**src/rtl/rr_arbiter_8.sv**
```systemverilog
// rtl/rr_arbiter_8.sv - eight-way round-robin arbiter with locked grant and decoded select; optional RR_ARB_TIMEOUT_EN hold limit
module rr_arbiter_8 #(
  parameter int HOLD_MAX = 16
) (
  input  logic       sys_clk,
  input  logic       sys_rst,
  input  logic [7:0] req,
  output logic       grant_valid,
  output logic [2:0] grant_idx,
  output logic [7:0] grant_onehot,
  output logic       timeout
);

  typedef enum logic {IDLE = 1'b0, GRANT = 1'b1} state_t;

  state_t     state, state_nxt;
  logic [2:0] last_idx, last_nxt;
  logic [2:0] idx_nxt;
  logic [2:0] winner;
  logic       win_found;
  logic       timeout_nxt;
  logic       hold_limit;

  // Reject out-of-range hold limits at elaboration time
  if (HOLD_MAX < 2 || HOLD_MAX > 255) begin : g_bad_hold_max
    $error("rr_arbiter_8: HOLD_MAX out of range");
  end

`ifdef RR_ARB_TIMEOUT_EN
  logic [7:0] hold_cnt;

  // Count cycles spent in GRANT; any IDLE cycle rearms the counter at zero
  always_ff @(posedge sys_clk) begin
    if (sys_rst) begin
      hold_cnt <= 8'd0;
    end else if (state == GRANT) begin
      hold_cnt <= hold_cnt + 8'd1;
    end else begin
      hold_cnt <= 8'd0;
    end
  end

  assign hold_limit = (hold_cnt == 8'(HOLD_MAX - 1));
`else
  assign hold_limit = 1'b0;
`endif

  // Rotating-priority search starting one past the most recent winner
  always_comb begin
    logic [2:0] cand;
    winner    = 3'd0;
    win_found = 1'b0;
    cand      = 3'd0;
    for (int k = 1; k <= 8; k++) begin
      cand = last_idx + 3'(k);
      if (!win_found && req[cand]) begin
        winner    = cand;
        win_found = 1'b1;
      end
    end
  end

  // Next-state logic: arbitrate only from IDLE, hold until release or revoke
  always_comb begin
    state_nxt   = state;
    idx_nxt     = grant_idx;
    last_nxt    = last_idx;
    timeout_nxt = 1'b0;
    case (state)
      IDLE: begin
        if (win_found) begin
          state_nxt = GRANT;
          idx_nxt   = winner;
          last_nxt  = winner;
        end
      end
      GRANT: begin
        if (!req[grant_idx]) begin
          state_nxt = IDLE;
        end else if (hold_limit) begin
          state_nxt   = IDLE;
          timeout_nxt = 1'b1;
        end
      end
      default: state_nxt = IDLE;
    endcase
  end

  // State, owner index, priority pointer and revoke pulse registers
  always_ff @(posedge sys_clk) begin
    if (sys_rst) begin
      state     <= IDLE;
      grant_idx <= 3'd0;
      last_idx  <= 3'd7;
      timeout   <= 1'b0;
    end else begin
      state     <= state_nxt;
      grant_idx <= idx_nxt;
      last_idx  <= last_nxt;
      timeout   <= timeout_nxt;
    end
  end

  assign grant_valid  = (state == GRANT);
  assign grant_onehot = grant_valid ? (8'd1 << grant_idx) : 8'h00;

endmodule

```
**config.mk**
```make
export PLATFORM = sky130hd
export DESIGN_NAME = rr_arbiter_8
export DESIGN_NICKNAME = d
export VERILOG_FILES = /design/src/rtl/rr_arbiter_8.sv
export SDC_FILE = /design/constraint.sdc
export NUM_CORES = 1
export LEC_CHECK = 0
export ABC_AREA = 1
export CAP_MARGIN = 25
export CORE_MARGIN = 2
export CORE_UTILIZATION = 30
export CTS_CLUSTER_DIAMETER = 100
export DETAILED_ROUTE_END_ITERATION = 7
export SKIP_CTS_REPAIR_TIMING = 1
export SYNTH_ARGS = -nofsm -noshare
export SYNTH_HDL_FRONTEND = slang
export SYNTH_SLANG_ARGS = --single-unit
```
**constraint.sdc**
```tcl
create_clock -name sys_clk -period 2.9 [get_ports sys_clk]
set_input_delay 0.87 -clock sys_clk [delete_from_list [all_inputs] [get_ports sys_clk]]
set_output_delay 0.87 -clock sys_clk [all_outputs]
set_load 0.005 [all_outputs]
```
==> metrics.yaml, run 1 <==
synthesis:
  synth_top_family_by_area: "simple AND/OR/NAND/NOR gates"
  yosysMostFrequentCell: "nand2_1"
  synthDistinctLibCells: 32
  postSynth.asyncResetShare: 0
  ys.flop_type: "dfxtp_1"
  yosys_register_bits: 7
  synth.mux.area_fraction: 0
  yosys.area_share.simple: 0.597
  synth_area_leader_cell: "nand2_1"
  synth_compound_area_frac: 0.0967
  yosys-top-cells-area: "nand2_1, nand3_1, dfxtp_1"
  synthTopCellsByCount: "nand2_1, nand3_1, nor2_1, inv_1, nand3_2"
  syn_area_per_cell_um2: 6.13
  mappedNetlistNets: 206
  ys_seq_area_frac: 0.118
  synth_cells: 194
  synth_area_um2: 1190
  yosys_warnings: 0
  yosysTopAreaCellShare: 0.180
  synthAdderAreaFrac: 0.0210
  synth_edf_count: 0
  synthXorXnorAreaFrac: 0.0442
sta:
  min_period_ps: 2550
  hold_viol: 0
  drv_slew: 0
  fin_tns_setup_ps: 0
  timing.final.crit_share: 0.879
  max-slew-margin-rel: 0.600
  setup_viol: 0
  fmax_mhz: 392
  worstMarginPinSlew_ps: 599
  fin_skew_ps: 1.92
  rsz0062_at_grt: "false"
grt:
  grt_use_total: 0.152
  grt_pass1_vias: 1154
  grt_max_degree: 13
  antenna_found_initial: 0
  grt_pass1_wl_mm: 5.29
  grt_overflow: 0
place:
  dpl.hpwl_mm: 2.63
  io_buffer_count: 21
  placed_area_um2: 1430
  gp_congestion: 0.826
worst_setup_path:
  start_kind: "primary input"
  critPathRequiredTime_ps: 3000
  end_kind: "flip-flop"
  cp_cell_sequence: "clkdlybuf4s50_1 -> nand2_1 -> nand3_2 -> nand3_1 -> nand2_1 -> inv_2 -> nand4_4 -> nor2_8 -> nand3_2 -> nor2_1 -> nor2_1 -> nand2_1 -> o211ai_1"
  crit_top_cell: "nand2_1"
  cp_data_arrival_time_ps: 2650
  cp_slowest_cell: "clkdlybuf4s50_1"
  cp_max_fo: 6
  crit_type: "primary input to flip-flop"
  cp_top_family: "simple AND/OR/NAND/NOR gates"
  path_buf_inv: 2
  slowest_delay_ps: 460
floorplanning:
  rows: 22
  die_y_um: 67.0
  dieArea_um2: 4490
  die_w_um: 67.0
  io_pins: 23
  core_um2: 3740
  initial_core_util: 0.318
pwr:
  ir_drop_mv: 0.461
  seqPwrFrac: 0.097
  switchingPower_uw: 1150
  comb_power_share: 0.833
  p_int_uw: 801
  pwr-share-clk: 0.070
  switching_share: 0.590
  p_per_area_nw_per_um2: 1320
  p_leak_uw: 0.000697
clock_network:
  cts_tree: "built"
  numCtsBuffers: 3
  cts_root_buf: "clkbuf_8"
  clk_pin_slew_ps: 40
  insertion_delay_ps: 230
  h-tree-depth: 1
  cts.sinks: 7
  clk_path_buf_depth: 2
final_layout:
  stdcell_area_um2: 1480
  n_antenna_cell: 0
  drive_gt1_frac: 0.171
  layout-area-overhead-vs-synth_pct: 24.3
  nets: 230
routing:
  vias_per_cell: 4.85
  drc_errors: 0
  ant_nets: 0
  drtPass1Iterations: 4
  first_iter_violations: 64
  vias: 1284
  avgRoutedWirePerCell_um: 11.7
  finalWirelength_mm: 3.10
run:
  cap_violations: 0
outcome:
  outcome: "finished clean"
min_path:
  hold_path_class: "flip-flop to flip-flop"
[final cells by class]
class	instances	area (um2)
clock buffers	4	45.0
fillers	406	2260
inverters	25	93.8
multi-input cells	157	907
flip-flops and latches	7	140
well taps	48	60.1
repair buffers	24	233
[worst paths after layout]
check / to / from / cells past startpoint / slack (ps)
setup / recovery: last_idx[2] / req[6] / 13 / 350
hold / removal: grant_idx[2] / grant_idx[2] / 2 / 520
setup reg to reg: last_idx[2] / last_idx[1] / 14 / 420
hold reg to reg: grant_idx[2] / grant_idx[2] / 2 / 520
[power groups by stage]
stage	Combinational [uW]	Sequential (uW)	Clock [uW]
3_5_place_dp	1620	193	0
3_3_place_gp	1630	191	0
4_1_cts	1620	191	142
6_report	1630	190	137
5_1_grt	1820	197	147
2_1_floorplan	1350	165	0
[layout by cell type (no fill, tap or decap), types with 2 or more instances in the layout]
cell type         n
a21oi_1           4
a22oi_1           2
buf_4             3
clkbuf_8          3
clkdlybuf4s50_1  21
dfxtp_1           7
ha_1              2
inv_1            20
inv_2             5
nand2_1          57
nand2_2           4
nand2_4           3
nand3_1          29
nand3_2           9
nand4_1           4
nor2_1           21
nor2_8            2
o211ai_1          4
o21ai_0           2
[sequential cells by signal, summed over array words and instances (netlist names)]
signal	cells
grant_idx	3
last_idx	3
grant_valid	1
[through the flow]
step	total power (uW)	util	instances	worst slack, ps	hold slack [ps]
2_1_floorplan	1510	-	194	726	491
3_3_place_gp	1820	0.383	261	130	512
3_5_place_dp	1810	0.383	261	126	513
4_1_cts	1960	0.395	265	357	520
5_1_grt	2160	0.395	265	200	540
6_report	1950	0.395	265	351	520
[routing by layer]
layer / GRT usage / wire [um]
met1: 0.230 / 1640
met2: 0.233 / 1360
met3: 0.00507 / 89
met4: 0.0383 / 14
met5: 0 / 0
[cell families after synthesis]
logic type | after synthesis
and+or+nand+nor | 134
buffers and inverters | 30
AOI/OAI and AO/OA | 17
DFF | 7
xor gates and xnor gates | 3
adders and majority gates | 2
other | 1
[worst reg2reg max path, stage by stage (launching register included)]
cell	delay (ps)
dfxtp_1	320
inv_1	130
ha_1	450
inv_1	250
nand3_2	150
nand3_1	110
nand2_1	120
inv_2	120
nand4_4	130
nor2_8	150
nand3_2	120
nor2_1	110
nor2_1	50
nand2_1	80
o211ai_1	80
(Power assumes the default switching activity.)
==> run 2, diff against run 1 <==
- TNS_END_PERCENT: unset -> 30
==> results of run 2 <==
Same layout as run 1: the final DEF is identical, and so are final timing and power.
==> run 3, diff against run 2 <==
- REMOVE_ABC_BUFFERS: unset -> 1
==> run 3 against run 2 <==
Sequential cell count unchanged; sequential power shrank 4%; sequential share of layout area hardly changed; core utilization grew 0.20 points; final cell count increased by 0.38%; largest power group unchanged; highest routed layer unchanged.
==> metrics.yaml, run 3 (same netlist as run 1, synthesis figures left out) <==
outcome:
  outcome: "finished clean"  # unchanged
floorplanning:
  core_um2: 3740  # unchanged
  die_w_um: 67.0  # unchanged
  initial_core_util: 0.318  # unchanged
  rows: 22  # unchanged
  io_pins: 23  # unchanged
  die_y_um: 67.0  # unchanged
  dieArea_um2: 4490  # unchanged
sta:
  setup_slack_ps: 373  # was 351 ps
  fmax_mhz: 396  # was 392 MHz
  fin_skew_ps: 1.89  # was 1.92 ps
  min_period_ps: 2530  # was 2550 ps
  fin_tns_setup_ps: 0  # unchanged
  timing.final.crit_share: 0.871  # was 0.879
  rsz0062_at_grt: "false"  # unchanged
  hold_viol: 0  # unchanged
  drv_slew: 0  # unchanged
  setup_viol: 0  # unchanged
worst_setup_path:
  start_kind: "primary input"  # unchanged
  crit_type: "primary input to flip-flop"  # unchanged
  cp_data_arrival_time_ps: 2630  # was 2650 ps
  critPathRequiredTime_ps: 3000  # about the same
  cp_max_fo: 8  # was 6
  end_kind: "flip-flop"  # unchanged
pwr:
  total_power_uw: 1960  # was 1950 uW
  p_leak_uw: 0.000701  # was 0.000697 uW
  ir_drop_mv: 0.470  # was 0.461 mV
  p_per_area_nw_per_um2: 1320  # about the same
clock_network:
  numCtsBuffers: 3  # unchanged
  insertion_delay_ps: 230  # about the same
  clk_path_buf_depth: 2  # unchanged
  h-tree-depth: 1  # unchanged
  cts_root_buf: "clkbuf_8"  # unchanged
  clk_pin_slew_ps: 40  # about the same
  cts.sinks: 7  # unchanged
  cts_tree: "built"  # unchanged
grt:
  antenna_found_initial: 0  # unchanged
  grt_overflow: 0  # unchanged
  grt_use_total: 0.150  # was 0.152
  grt_max_degree: 13  # unchanged
  grt_pass1_vias: 1175  # was 1154
  grt_pass1_wl_mm: 5.35  # was 5.29 mm
final_layout:
  nets: 231  # was 230
  final_common_cell: "nand2_1"  # unchanged
  final.fill_count: 426  # was 406
  layout-area-overhead-vs-synth_pct: 24.9  # was 24.3%
  drive_gt1_frac: 0.174  # was 0.171
  layout_common_cells: "nand2_1, nand3_1, nor2_1, clkdlybuf4s50_1, inv_1"  # unchanged
  n_antenna_cell: 0  # unchanged
routing:
  vias: 1270  # was 1284
  finalWirelength_mm: 2.99  # was 3.10 mm
  drc_errors: 0  # unchanged
  first_iter_violations: 73  # was 64
  vias_per_cell: 4.77  # was 4.85
  ant_nets: 0  # unchanged
  drtPass1Iterations: 4  # unchanged
  avgRoutedWirePerCell_um: 11.2  # was 11.7 um
place:
  io_buffer_count: 21  # unchanged
  gp_congestion: 0.832  # was 0.826
  place_ws_ps: 141  # was 126 ps
  dpl.hpwl_mm: 2.48  # was 2.63 mm
min_path:
  hold_path_class: "flip-flop to flip-flop"  # unchanged
run:
  cap_violations: 0  # unchanged
-- run 3: area by class of cell --
type                       instances  area (um2)  share of cell area
clock buffer                       4        45.0              0.0303
sequential                         7         140              0.0943
tap                               48        60.1              0.0404
inverter                          25        93.8              0.0631
multi-input combinational        157         907               0.610
timing repair buffer              25         240               0.162
-- run 3: report_power, final --
group | leakage, uW | internal, uW | switching [uW]
clock network | 0.0000228 | 95.1 | 42.5
registers | 0.0000583 | 133 | 50.3
logic | 0.000620 | 589 | 1050
-- run 3: final timing paths --
kind	depth (start not counted)	from	slack [ps]	to
max reg2reg	14	last_idx[1]	460	last_idx[2]
min	2	grant_idx[2]	520	grant_idx[2]
min reg2reg	2	grant_idx[2]	520	grant_idx[2]
max	13	req[6]	370	last_idx[2]
-- run 3: per-stage QoR --
| step | hold slack (ps) | utilization | cell area, um2 | cells |
|---|---|---|---|---|
| global placement | 511 | 0.385 | 1440 | 262 |
| detailed placement | 513 | 0.385 | 1440 | 262 |
| global route | 543 | 0.397 | 1490 | 266 |
| floorplan | 491 | - | 1140 | 189 |
| CTS | 521 | 0.397 | 1490 | 266 |
| finish | 518 | 0.397 | 1490 | 266 |
-- run 3: critical path, cell delays in order --
cell and delay, ps:
clkdlybuf4s50_1 460, nand2_1 120, nand3_2 110, nand3_1 130, nand2_1 110, inv_2 110
nand4_4 130, nor2_8 140, nand3_2 110, nand2_4 120, nor2_1 60, nand2_1 80
o211ai_1 90
-- run 3: routing by layer --
layer	vias up	share of wire	global-route usage
met2	20	0.44	0.235
met5	-	0	0
met4	0	0.0047	0.0306
li1	676	-	-
met1	572	0.53	0.225
met3	2	0.025	0.0101
